[config.mk]
export PLATFORM = sky130hd
export DESIGN_NAME = lsu_mem_req
export DESIGN_NICKNAME = d
export VERILOG_FILES = /design/src/rtl/lsu_mem_req_pkg.sv /design/src/rtl/lsu_align.sv /design/src/rtl/lsu_mem_req.sv
export SDC_FILE = /design/constraint.sdc
export NUM_CORES = 1
export LEC_CHECK = 0
export ABC_CLOCK_PERIOD_IN_PS = 13200
export BUFFER_PORTS_ARGS = -buffer_cell sky130_fd_sc_hd__buf_2
export CELL_PAD_IN_SITES_DETAIL_PLACEMENT = 2
export CELL_PAD_IN_SITES_GLOBAL_PLACEMENT = 2
export CORE_MARGIN = 3
export CORE_UTILIZATION = 39
export DETAILED_ROUTE_END_ITERATION = 16
export PLACE_DENSITY_LB_ADDON = 0.1
export SETUP_SLACK_MARGIN = 0.2
export SLEW_MARGIN = 20
export SYNTH_ARGS = -nofsm -noshare
export SYNTH_HDL_FRONTEND = slang
export SYNTH_HIERARCHICAL = 1
export SYNTH_SLANG_ARGS = --single-unit
[constraint.sdc]
create_clock -name clk -period 13.2 [get_ports clk]
set_input_delay 1.32 -clock clk [delete_from_list [all_inputs] [get_ports clk]]
set_output_delay 1.32 -clock clk [all_outputs]
set_load 0.01 [all_outputs]
[src/rtl/lsu_mem_req_pkg.sv]
`default_nettype none
// ============================================================================
// Module   : lsu_mem_req_pkg
// Purpose  : Shared load/store decode items for the LSU memory requester:
//            RV32I load/store func3 encodings, LSU FSM state encoding and
//            helpers for access size masks and func3 legality.
// Revision : 1.0 - initial release
// ============================================================================
package lsu_mem_req_pkg;

  // RV32I load func3 encodings
  typedef enum logic [2:0] {
    LD_LB  = 3'b000,
    LD_LH  = 3'b001,
    LD_LW  = 3'b010,
    LD_LBU = 3'b100,
    LD_LHU = 3'b101
  } ld_func3_e;

  // RV32I store func3 encodings
  typedef enum logic [2:0] {
    ST_SB = 3'b000,
    ST_SH = 3'b001,
    ST_SW = 3'b010
  } st_func3_e;

  typedef enum logic [2:0] {
    S_IDLE  = 3'd0,
    S_REQ0  = 3'd1,
    S_WAIT0 = 3'd2,
    S_REQ1  = 3'd3,
    S_WAIT1 = 3'd4,
    S_RESP  = 3'd5
  } lsu_state_e;

  // Byte-lane mask for an aligned access of the size in func3[1:0].
  function automatic logic [3:0] size_mask(input logic [1:0] size);
    logic [3:0] mask;
    case (size)
      2'b00:   mask = 4'b0001;
      2'b01:   mask = 4'b0011;
      2'b10:   mask = 4'b1111;
      default: mask = 4'b0000;
    endcase
    return mask;
  endfunction

  function automatic logic func3_legal(input logic is_store, input logic [2:0] f3);
    logic legal;
    case (f3)
      ST_SB, ST_SH, ST_SW: legal = 1'b1;
      LD_LBU, LD_LHU:      legal = ~is_store;
      default:             legal = 1'b0;
    endcase
    return legal;
  endfunction

endpackage
`default_nettype wire

[src/rtl/lsu_align.sv]
`default_nettype none
// ============================================================================
// Module   : lsu_align
// Purpose  : Combinational lane logic for the LSU: byte-enable generation for
//            up to two word accesses, store-data lane positioning, and load
//            word merge with sign/zero extension.
// Ports    : off_i     byte offset within the first word
//            func3_i   RV32I load/store func3
//            wdata_i   store data, low-aligned
//            word0_i   first read word,  word1_i second read word (0 if none)
//            be0_o/be1_o       byte enables of access 0/1
//            split_o           a second access is needed
//            wdata0_o/wdata1_o lane-positioned write data of access 0/1
//            rdata_o           merged and extended load data
// Revision : 1.0 - initial release
// ============================================================================
module lsu_align
  import lsu_mem_req_pkg::*;
(
  input  logic [1:0]  off_i,
  input  logic [2:0]  func3_i,
  input  logic [31:0] wdata_i,
  input  logic [31:0] word0_i,
  input  logic [31:0] word1_i,
  output logic [3:0]  be0_o,
  output logic [3:0]  be1_o,
  output logic        split_o,
  output logic [31:0] wdata0_o,
  output logic [31:0] wdata1_o,
  output logic [31:0] rdata_o
);

  logic [7:0]  ext_be;
  logic [63:0] ext_wdata;
  logic [31:0] raw;

  // Enables over a two-word window; anything in the upper nibble spills
  // into the next word.
  assign ext_be    = {4'b0000, size_mask(func3_i[1:0])} << off_i;
  assign be0_o     = ext_be[3:0];
  assign be1_o     = ext_be[7:4];
  assign split_o   = |ext_be[7:4];

  assign ext_wdata = {32'b0, wdata_i} << {off_i, 3'b000};
  assign wdata0_o  = ext_wdata[31:0];
  assign wdata1_o  = ext_wdata[63:32];

  assign raw = 32'({word1_i, word0_i} >> {off_i, 3'b000});

  always_comb begin
    rdata_o = raw;
    case (func3_i)
      LD_LB:   rdata_o = {{24{raw[7]}}, raw[7:0]};
      LD_LH:   rdata_o = {{16{raw[15]}}, raw[15:0]};
      LD_LBU:  rdata_o = {24'b0, raw[7:0]};
      LD_LHU:  rdata_o = {16'b0, raw[15:0]};
      default: rdata_o = raw;
    endcase
  end

endmodule
`default_nettype wire

[src/rtl/lsu_mem_req.sv]
`default_nettype none
// ============================================================================
// Module   : lsu_mem_req
// Purpose  : Pipeline-side load/store initiator. Accepts one RV32I load or
//            store, issues one or two word-aligned byte-enabled accesses over
//            a req/gnt/rvalid interface, merges/extends load data and stalls
//            the pipeline until the single-cycle response.
// Ports    : clk, rst_n (async, active-low)
//            req_*_i / req_ready_o   pipeline request handshake
//            rsp_valid_o, rsp_rdata_o, rsp_err_o, stall_o  completion side
//            mem_*_o / mem_*_i       memory request and response
// Revision : 1.0 - initial release
// ============================================================================
module lsu_mem_req
  import lsu_mem_req_pkg::*;
#(
  parameter int unsigned ADDR_W = 32,
  parameter int unsigned DATA_W = 32
) (
  input  logic              clk,
  input  logic              rst_n,
  input  logic              req_valid_i,
  output logic              req_ready_o,
  input  logic              req_is_store_i,
  input  logic [2:0]        req_func3_i,
  input  logic [ADDR_W-1:0] req_addr_i,
  input  logic [DATA_W-1:0] req_wdata_i,
  output logic              rsp_valid_o,
  output logic [DATA_W-1:0] rsp_rdata_o,
  output logic              rsp_err_o,
  output logic              stall_o,
  output logic              mem_req_o,
  output logic              mem_we_o,
  output logic [ADDR_W-1:0] mem_addr_o,
  output logic [3:0]        mem_be_o,
  output logic [DATA_W-1:0] mem_wdata_o,
  input  logic              mem_gnt_i,
  input  logic              mem_rvalid_i,
  input  logic [DATA_W-1:0] mem_rdata_i
);

  generate
    if (DATA_W != 32) begin : g_data_w_check
      $error("lsu_mem_req: DATA_W must be 32");
    end
  endgenerate

  lsu_state_e        state_q;
  logic              ready_q;
  logic              busy_q;
  logic              is_store_q;
  logic [2:0]        func3_q;
  logic [ADDR_W-1:0] addr_q;
  logic [31:0]       wdata_q;
  logic [31:0]       word0_q;

  logic              mem_req_q;
  logic              mem_we_q;
  logic [ADDR_W-1:0] mem_addr_q;
  logic [3:0]        mem_be_q;
  logic [31:0]       mem_wdata_q;
  logic              rsp_valid_q;
  logic [31:0]       rsp_rdata_q;
  logic              rsp_err_q;

  logic              accept;
  logic              legal;
  logic              cur_is_store;
  logic [2:0]        cur_func3;
  logic [ADDR_W-1:0] cur_addr;
  logic [31:0]       cur_wdata;
  logic [ADDR_W-1:0] base0;
  logic [ADDR_W-1:0] base1;
  logic [31:0]       ld_word0;
  logic [31:0]       ld_word1;
  logic [3:0]        al_be0;
  logic [3:0]        al_be1;
  logic              al_split;
  logic [31:0]       al_wdata0;
  logic [31:0]       al_wdata1;
  logic [31:0]       al_rdata;

  assign accept = req_valid_i & ready_q;

  // In IDLE the lane logic looks at the live request so access 0 can be
  // registered on the accepting edge; afterwards it uses the latched copy.
  assign cur_is_store = ready_q ? req_is_store_i : is_store_q;
  assign cur_func3    = ready_q ? req_func3_i    : func3_q;
  assign cur_addr     = ready_q ? req_addr_i     : addr_q;
  assign cur_wdata    = ready_q ? req_wdata_i    : wdata_q;

  assign legal = func3_legal(cur_is_store, cur_func3);
  assign base0 = {cur_addr[ADDR_W-1:2], 2'b00};
  assign base1 = base0 + ADDR_W'(4);

  // The word arriving this cycle is merged directly, so the response can be
  // registered on the same edge that sees the final rvalid.
  assign ld_word0 = (state_q == S_WAIT0) ? mem_rdata_i : word0_q;
  assign ld_word1 = (state_q == S_WAIT1) ? mem_rdata_i : 32'b0;

  lsu_align u_align (
    .off_i    (cur_addr[1:0]),
    .func3_i  (cur_func3),
    .wdata_i  (cur_wdata),
    .word0_i  (ld_word0),
    .word1_i  (ld_word1),
    .be0_o    (al_be0),
    .be1_o    (al_be1),
    .split_o  (al_split),
    .wdata0_o (al_wdata0),
    .wdata1_o (al_wdata1),
    .rdata_o  (al_rdata)
  );

  always_ff @(posedge clk or negedge rst_n) begin
    if (!rst_n) begin
      state_q     <= S_IDLE;
      ready_q     <= 1'b1;
      busy_q      <= 1'b0;
      is_store_q  <= 1'b0;
      func3_q     <= 3'b000;
      addr_q      <= '0;
      wdata_q     <= '0;
      word0_q     <= '0;
      mem_req_q   <= 1'b0;
      mem_we_q    <= 1'b0;
      mem_addr_q  <= '0;
      mem_be_q    <= 4'b0000;
      mem_wdata_q <= '0;
      rsp_valid_q <= 1'b0;
      rsp_rdata_q <= '0;
      rsp_err_q   <= 1'b0;
    end else begin
      rsp_valid_q <= 1'b0;
      case (state_q)
        S_IDLE: begin
          if (accept) begin
            is_store_q <= req_is_store_i;
            func3_q    <= req_func3_i;
            addr_q     <= req_addr_i;
            wdata_q    <= req_wdata_i;
            ready_q    <= 1'b0;
            if (legal) begin
              state_q     <= S_REQ0;
              busy_q      <= 1'b1;
              mem_req_q   <= 1'b1;
              mem_we_q    <= req_is_store_i;
              mem_addr_q  <= base0;
              mem_be_q    <= al_be0;
              mem_wdata_q <= req_is_store_i ? al_wdata0 : 32'b0;
            end else begin
              state_q     <= S_RESP;
              rsp_valid_q <= 1'b1;
              rsp_err_q   <= 1'b1;
              rsp_rdata_q <= '0;
            end
          end
        end
        S_REQ0, S_REQ1: begin
          if (mem_gnt_i) begin
            mem_req_q   <= 1'b0;
            mem_we_q    <= 1'b0;
            mem_addr_q  <= '0;
            mem_be_q    <= 4'b0000;
            mem_wdata_q <= '0;
            if (!is_store_q) begin
              state_q <= (state_q == S_REQ0) ? S_WAIT0 : S_WAIT1;
            end else if ((state_q == S_REQ0) && al_split) begin
              state_q     <= S_REQ1;
              mem_req_q   <= 1'b1;
              mem_we_q    <= 1'b1;
              mem_addr_q  <= base1;
              mem_be_q    <= al_be1;
              mem_wdata_q <= al_wdata1;
            end else begin
              state_q     <= S_RESP;
              busy_q      <= 1'b0;
              rsp_valid_q <= 1'b1;
              rsp_rdata_q <= '0;
            end
          end
        end
        S_WAIT0: begin
          if (mem_rvalid_i) begin
            word0_q <= mem_rdata_i;
            if (al_split) begin
              state_q     <= S_REQ1;
              mem_req_q   <= 1'b1;
              mem_we_q    <= 1'b0;
              mem_addr_q  <= base1;
              mem_be_q    <= al_be1;
              mem_wdata_q <= '0;
            end else begin
              state_q     <= S_RESP;
              busy_q      <= 1'b0;
              rsp_valid_q <= 1'b1;
              rsp_rdata_q <= al_rdata;
            end
          end
        end
        S_WAIT1: begin
          if (mem_rvalid_i) begin
            state_q     <= S_RESP;
            busy_q      <= 1'b0;
            rsp_valid_q <= 1'b1;
            rsp_rdata_q <= al_rdata;
          end
        end
        S_RESP: begin
          state_q     <= S_IDLE;
          ready_q     <= 1'b1;
          rsp_err_q   <= 1'b0;
          rsp_rdata_q <= '0;
        end
        default: begin
          state_q <= S_IDLE;
          ready_q <= 1'b1;
          busy_q  <= 1'b0;
        end
      endcase
    end
  end

  assign req_ready_o = ready_q;
  assign stall_o     = busy_q | accept;
  assign rsp_valid_o = rsp_valid_q;
  assign rsp_rdata_o = rsp_rdata_q;
  assign rsp_err_o   = rsp_err_q;
  assign mem_req_o   = mem_req_q;
  assign mem_we_o    = mem_we_q;
  assign mem_addr_o  = mem_addr_q;
  assign mem_be_o    = mem_be_q;
  assign mem_wdata_o = mem_wdata_q;

endmodule
`default_nettype wire

# Yosys cells after proc, flatten, opt, wreduce, memory -nomap -nowiden
# Cells that the tools add are included.
dict set report word_totals {
  ff_bits 209
  input_bits 105
  out_inout_bits 106
  word_cells 153
}
dict set report op_classes {
  n_addsub 1
  n_eq_ne 21
  shifts 3
  muxes 87
  bitwise 5
  reduce_logical 20
}
# cell n
set op_table {}
lappend op_table {{$mux W32} 27}
lappend op_table {{$pmux W32 S3} 2}
lappend op_table {{$pmux W32 S5} 1}
lappend op_table {{$pmux W32 S4} 1}
lappend op_table {{$shl A32 B5 Y64} 1}
lappend op_table {{$shr A64 B5 Y32} 1}
lappend op_table {{$add A32 B3 Y32 const B} 1}
lappend op_table {{$mux W3} 10}
lappend op_table {{$mux W1} 29}
lappend op_table {{$mux W4} 7}
lappend op_table {{$pmux W4 S3} 2}
lappend op_table {{$ne A2 B2 Y1 const B} 10}
lappend op_table {{$reduce_and A9 Y1} 2}
lappend op_table {{$eq A3 B3 Y1 const B} 4}
lappend op_table {{$pmux W3 S4} 1}
lappend op_table {{$eq A3 B2 Y1 const B} 3}
lappend op_table {{$reduce_or A4 Y1} 2}
lappend op_table {{$shl A4 B2 Y8} 1}
lappend op_table {{$eq A3 B1 Y1 const B} 2}
lappend op_table {{$logic_not A3 Y1} 2}
lappend op_table {{$pmux W1 S2} 3}
lappend op_table {{$pmux W1 S3} 2}
lappend op_table {{$reduce_and A2 Y1} 3}
lappend op_table {{$reduce_and A6 Y1} 1}
lappend op_table {{16 further kinds} 19}

# Longest topological paths before layout
dict set report logic_depth {
  depth_word 10
  mapped_depth 21
  depth_no_buf 12
}

# Hierarchy
# The synthesis kept the hierarchy.
# module n_inst cells_each area_each_um2 seq_area_each_um2
set by_module_without_submodules {}
lappend by_module_without_submodules {lsu_mem_req 1 1040 10789.1 5181.2}
lappend by_module_without_submodules {lsu_align 1 243 1956.9 0.0}

# Least setup slack after synthesis
# Ideal clock, no wire load.
dict set report synth_timing {
  kind {reg-to-reg}
  start {register ready_q (netlist: req_ready_o)}
  end {register rsp_rdata_q[11] (netlist: rsp_rdata_o[11])}
  setup_time_ps 77
  arrival_time_ps 4918
  required_ps 13123
  setup_slack_ps 8205
  stages_incl_launch_ff 22
  n_path_buf 9
  period_less_slack_ps 4995
  path_cell_list {dfstp_2 > buf_6 > buf_8 > buf_2 > buf_2 > buf_2 > buf_2 > buf_2 > mux2_2 > inv_1 > ha_1 > mux2_2 > a22o_1 > or2_2 > clkbuf_1 > nand2b_1 > nand2_1 > a221o_1 > a221oi_2 > clkbuf_1 > nand3_1 > o21ai_1}
}
dict set report synth_via {
  elab_chain_cells 8
  elab_cells_between_ends 31
  cone_classes {eq/ne: 10; shift: 2; mux: 10; bitwise: 2; reduce/logical: 7}
}
# element line_no
set synth_lines {}
lappend synth_lines {{start: declaration} lsu_mem_req.sv:49} ;# logic ready_q;
lappend synth_lines {{start signal: assignment} lsu_mem_req.sv:118} ;# ready_q <= 1'b1;
lappend synth_lines {{start signal: assignment} lsu_mem_req.sv:142} ;# ready_q <= 1'b0;
lappend synth_lines {{start signal: assignment} lsu_mem_req.sv:211} ;# ready_q <= 1'b1;
lappend synth_lines {{$mux W3 *} lsu_mem_req.sv:88} ;# assign cur_func3 = ready_q ? req_func3_i : func3_q;
lappend synth_lines {{named net cur_func3[0]} lsu_mem_req.sv:69} ;# logic [2:0] cur_func3;
lappend synth_lines {{$eq A2 B2 Y1, or another cell as far along} lsu_mem_req_pkg.sv:39} ;# case (size)
lappend synth_lines {{$pmux W4 S3 *} lsu_mem_req_pkg.sv:39}
lappend synth_lines {{$shl A4 B2 Y8 *} lsu_align.sv:39} ;# assign ext_be = {4'b0000, size_mask(func3_i[1:0])} << off_i;
lappend synth_lines {{named net al_be1[0]} lsu_mem_req.sv:77} ;# logic [3:0] al_be1;
lappend synth_lines {{$reduce_or A4 Y1 *} lsu_align.sv:42} ;# assign split_o = |ext_be[7:4];
lappend synth_lines {{named net al_split} lsu_mem_req.sv:78} ;# logic al_split;
lappend synth_lines {{$logic_and A1 B1 Y1} lsu_mem_req.sv:168} ;# end else if ((state_q == S_REQ0) && al_split) begin
lappend synth_lines {{$ne A2 B2 Y1 (no line)} n/a}
lappend synth_lines {{$reduce_and A9 Y1 (no line) *} n/a}
lappend synth_lines {{end signal: assignment} lsu_mem_req.sv:197} ;# rsp_rdata_q <= al_rdata;
lappend synth_lines {{end signal: assignment} lsu_mem_req.sv:206} ;# rsp_rdata_q <= al_rdata;
lappend synth_lines {{end: declaration} lsu_mem_req.sv:63} ;# logic [31:0] rsp_rdata_q;
# Mark *: on every way through the listed nets, which the timed path passes. The rest lies on a longest branch. The select of a mux whose other input is x is not followed.
# A chain may end at the register's enable or synchronous reset.

# Final worst setup path
dict set report layout_timing {
  start {register ready_q (netlist: req_ready_o)}
  end {register mem_addr_q[26] (netlist: mem_addr_o[26])}
}
dict set report layout_via {
  elab_chain_cells 10
  elab_cells_between_ends 33
  cone_classes {add/sub: 1; eq/ne: 9; shift: 1; mux: 13; bitwise: 2; reduce/logical: 7}
}
# element line_no
set layout_lines {}
lappend layout_lines {{$mux W3 *} lsu_mem_req.sv:88}
lappend layout_lines {{named net cur_func3[0]} lsu_mem_req.sv:69}
lappend layout_lines {{$eq A2 B2 Y1, or another cell as far along} lsu_mem_req_pkg.sv:39}
lappend layout_lines {{$pmux W4 S3 *} lsu_mem_req_pkg.sv:39}
lappend layout_lines {{$shl A4 B2 Y8 *} lsu_align.sv:39}
lappend layout_lines {{named net al_be1[0]} lsu_mem_req.sv:77}
lappend layout_lines {{$reduce_or A4 Y1 *} lsu_align.sv:42}
lappend layout_lines {{named net al_split} lsu_mem_req.sv:78}
lappend layout_lines {{$logic_and A1 B1 Y1} lsu_mem_req.sv:168}
lappend layout_lines {{$mux W32} lsu_mem_req.sv:168}
lappend layout_lines {{$mux W32} lsu_mem_req.sv:166} ;# if (!is_store_q) begin
lappend layout_lines {{$mux W32} lsu_mem_req.sv:160} ;# if (mem_gnt_i) begin
lappend layout_lines {{$pmux W32 S3} lsu_mem_req.sv:135} ;# case (state_q)
lappend layout_lines {{end signal: assignment} lsu_mem_req.sv:148} ;# mem_addr_q <= base0;
lappend layout_lines {{end signal: assignment} lsu_mem_req.sv:172} ;# mem_addr_q <= base1;
lappend layout_lines {{end signal: assignment} lsu_mem_req.sv:190} ;# mem_addr_q <= base1;
lappend layout_lines {{end: declaration} lsu_mem_req.sv:59} ;# logic [ADDR_W-1:0] mem_addr_q;
# Marked as above.

==> results.md <==
- Min Tclk post-route: 5.649 ns
- Synth Cell Area: 0.01270 mm²
- Vias: 10,810
- Synth-to-layout area growth: 16.64%
- GP Congestion: 0.7853
- First-pass GRT wire length: 70.45 mm
- Leakage: 6.562 nW
- Max-slew violations: 0
- Worst Path Class, Setup: reg -> reg
- CTS tree: built
- Setup-failing EPs final: 0
- Max Fanout on Critical Path: 77
- Cts hold-fix bufs: 0
- RSZ-0062 raised after global routing: no
- Clk slew on worst S/H paths: 0.06 ns
- Initial antenna violation count: 2
- Multi-input logic area: 0.006920 mm²
- Setup WS pre-CTS: 7.445 ns
- GRT busiest layer: met2
- Psw: 1.968 mW
- Sw Share: 45.44%
- Clock skew: 0.01027 ns
- Core Region: 0.03180 mm²
- Placed Instances: 1,830
- Setup TNS: 0 ns
- Mean Syn Cell Area: 9.958 µm²
- Root buf cell: clkbuf_16
- Final ANT Viol Nets: 0
- Drt via density: 5.760
- Vias in the first global route: 11,990
- Cts repair resizes: 0
- GR Util met1: 31.73%
- Final HPWL DP: 29.81 mm
- Status: finished clean
- # Post-CTS Setup Buffers: 0
- Largest net degree at the start of global routing: 86
- Synth warnings: 6
- Largest vdd supply drop: 107.6 µV
- DIE AREA: 0.03475 mm²
- Post-route DRC violation count: 0
- Sequential Area: 0.005185 mm²
- PwrDens: 292.5 mW/mm²
- Hold Violations, Final: 0
- CP arrival: 6.08 ns
- Worst Setup Slack, final: 7.551 ns
- H-tree Lvls: 1
- Initial Util: 39.93%
- Longest Clk Path Bufs: 3
- Measured slew at the worst slew-check pin: 0.9958 ns
- Worst-skew pair later-pin latency: 0.54 ns
- Slew headroom: 33.61%
- Die height: 186.4 µm
- HP Class: reg -> reg
- Non-Filler Instances: 1,877
- TritonRoute pass-1 iters: 4
- Flop pwr share: 27.6%
- Clock Power Share: 16.1%
- Average wire per standard cell: 23.34 µm
- Required @ worst endpoint: 13.64 ns
- Met2 usage: 44.58%
- Die Span X: 186.4 µm
- CP Capture Type: register
- Hold path cells: 2
- R2R depth: 12
- Share of layout cells above drive strength 1: 34.77%
- GR Util All Layers: 24.98%
- CTS buffer count: 26
- Period utilization: 42.79%
- CTS Sinks: 207
- Filler cell count: 3,367
- Congestion Overflow GR: 0
- DR iter-0 viols: 603
- Fmax: 0.1770 GHz
- PortBufs: 208
- MaxCap Viol Count: 0
- Post-Synthesis Cells: 1,275
- Top Ports: 211
- Internal power: 2.363 mW
- Met3 global-route usage: 3.250%
- Final net count: 1,534
- Pwr Total: 4.331 mW
- FP Rows: 65
- Worst setup SP type: register
- WL final: 43.81 mm
- Logic pwr share: 56.2%
## worst paths after layout
kind / from / to / slack (ns)
max: req_ready_o / mem_addr_o[26] / 7.55
min: mem_addr_o[13] / mem_addr_o[13] / 0.50
max reg2reg: req_ready_o / mem_addr_o[26] / 7.55
min reg2reg: mem_addr_o[13] / mem_addr_o[13] / 0.50
max in group asynchronous: rst_n / mem_wdata_o[14] / 10.28
min in group asynchronous: rst_n / rsp_rdata_o[28] / 0.79
## registers in the layout (all words and copies together) (netlist names)
register / count
wdata_q: 32
mem_wdata_o: 32
mem_we_o: 1
rsp_valid_o: 1
addr_q: 32
is_store_q: 1
mem_addr_o: 30
word0_q: 32
func3_q: 3
busy_q: 1
state_q: 3
rsp_rdata_o: 32
mem_req_o: 1
rsp_err_o: 1
mem_be_o: 4
req_ready_o: 1
## stage by stage
stage / util [%] / instance area [µm²] / hold slack, ns
after CTS: 46.55 / 14800 / 0.5083
after global placement: 43.96 / 13980 / 0.4632
final: 46.57 / 14810 / 0.4972
after floorplan: - / 12730 / 0.4727
after detailed placement: 43.96 / 13980 / 0.4858
after global routing: 46.57 / 14810 / 0.5186
## worst max-delay path: stages, from the launching register on
cell	delay (ns)
dfstp_4	0.99
buf_4	0.72
mux2_2	0.45
inv_1	0.15
ha_1	0.22
mux2_2	0.19
a22o_1	0.15
or2_2	0.22
nand2_1	0.06
a2111oi_0	0.78
o21a_4	0.85
nand2_1	0.31
o31ai_1	0.33
## layout make-up
class	count	area share, %
multi-input combinational	923	46.73
tap	435	3.676
clock inverter	5	0.1690
timing repair buffer	226	8.010
inverter	39	0.9886
sequential	207	35.01
antenna	1	0.01690
clock buffer	41	5.391
## power by group through the flow
stage / clock (mW) / sequential (mW) / combinational (mW)
floorplan: 0 / 1.16 / 1.69
global placement: 0 / 1.18 / 2.34
detailed placement: 0 / 1.20 / 2.43
CTS: 0.718 / 1.20 / 2.46
global route: 0.744 / 1.24 / 2.69
finish: 0.699 / 1.20 / 2.43
## metal layers
layer	vias to the layer above	wire length [µm]	part of all wire (%)
met5	-	13	0.030
met4	2	1362	3.1
met1	5616	18480	42
met3	67	1736	4.0
met2	247	22220	51
li1	4880	-	-
## placed cells by master, fill, tap and decap left out, drive strengths merged, types with 31 or more instances in the layout
master / instances
a221oi: 39
mux4: 31
nor2: 141
buf: 226
clkbuf: 41
mux2: 184
nand2: 86
nand3: 48
and3: 40
o21ai: 107
inv: 39
dfrtp: 206
mux2i: 47
Power figures use the tool's default switching activity.
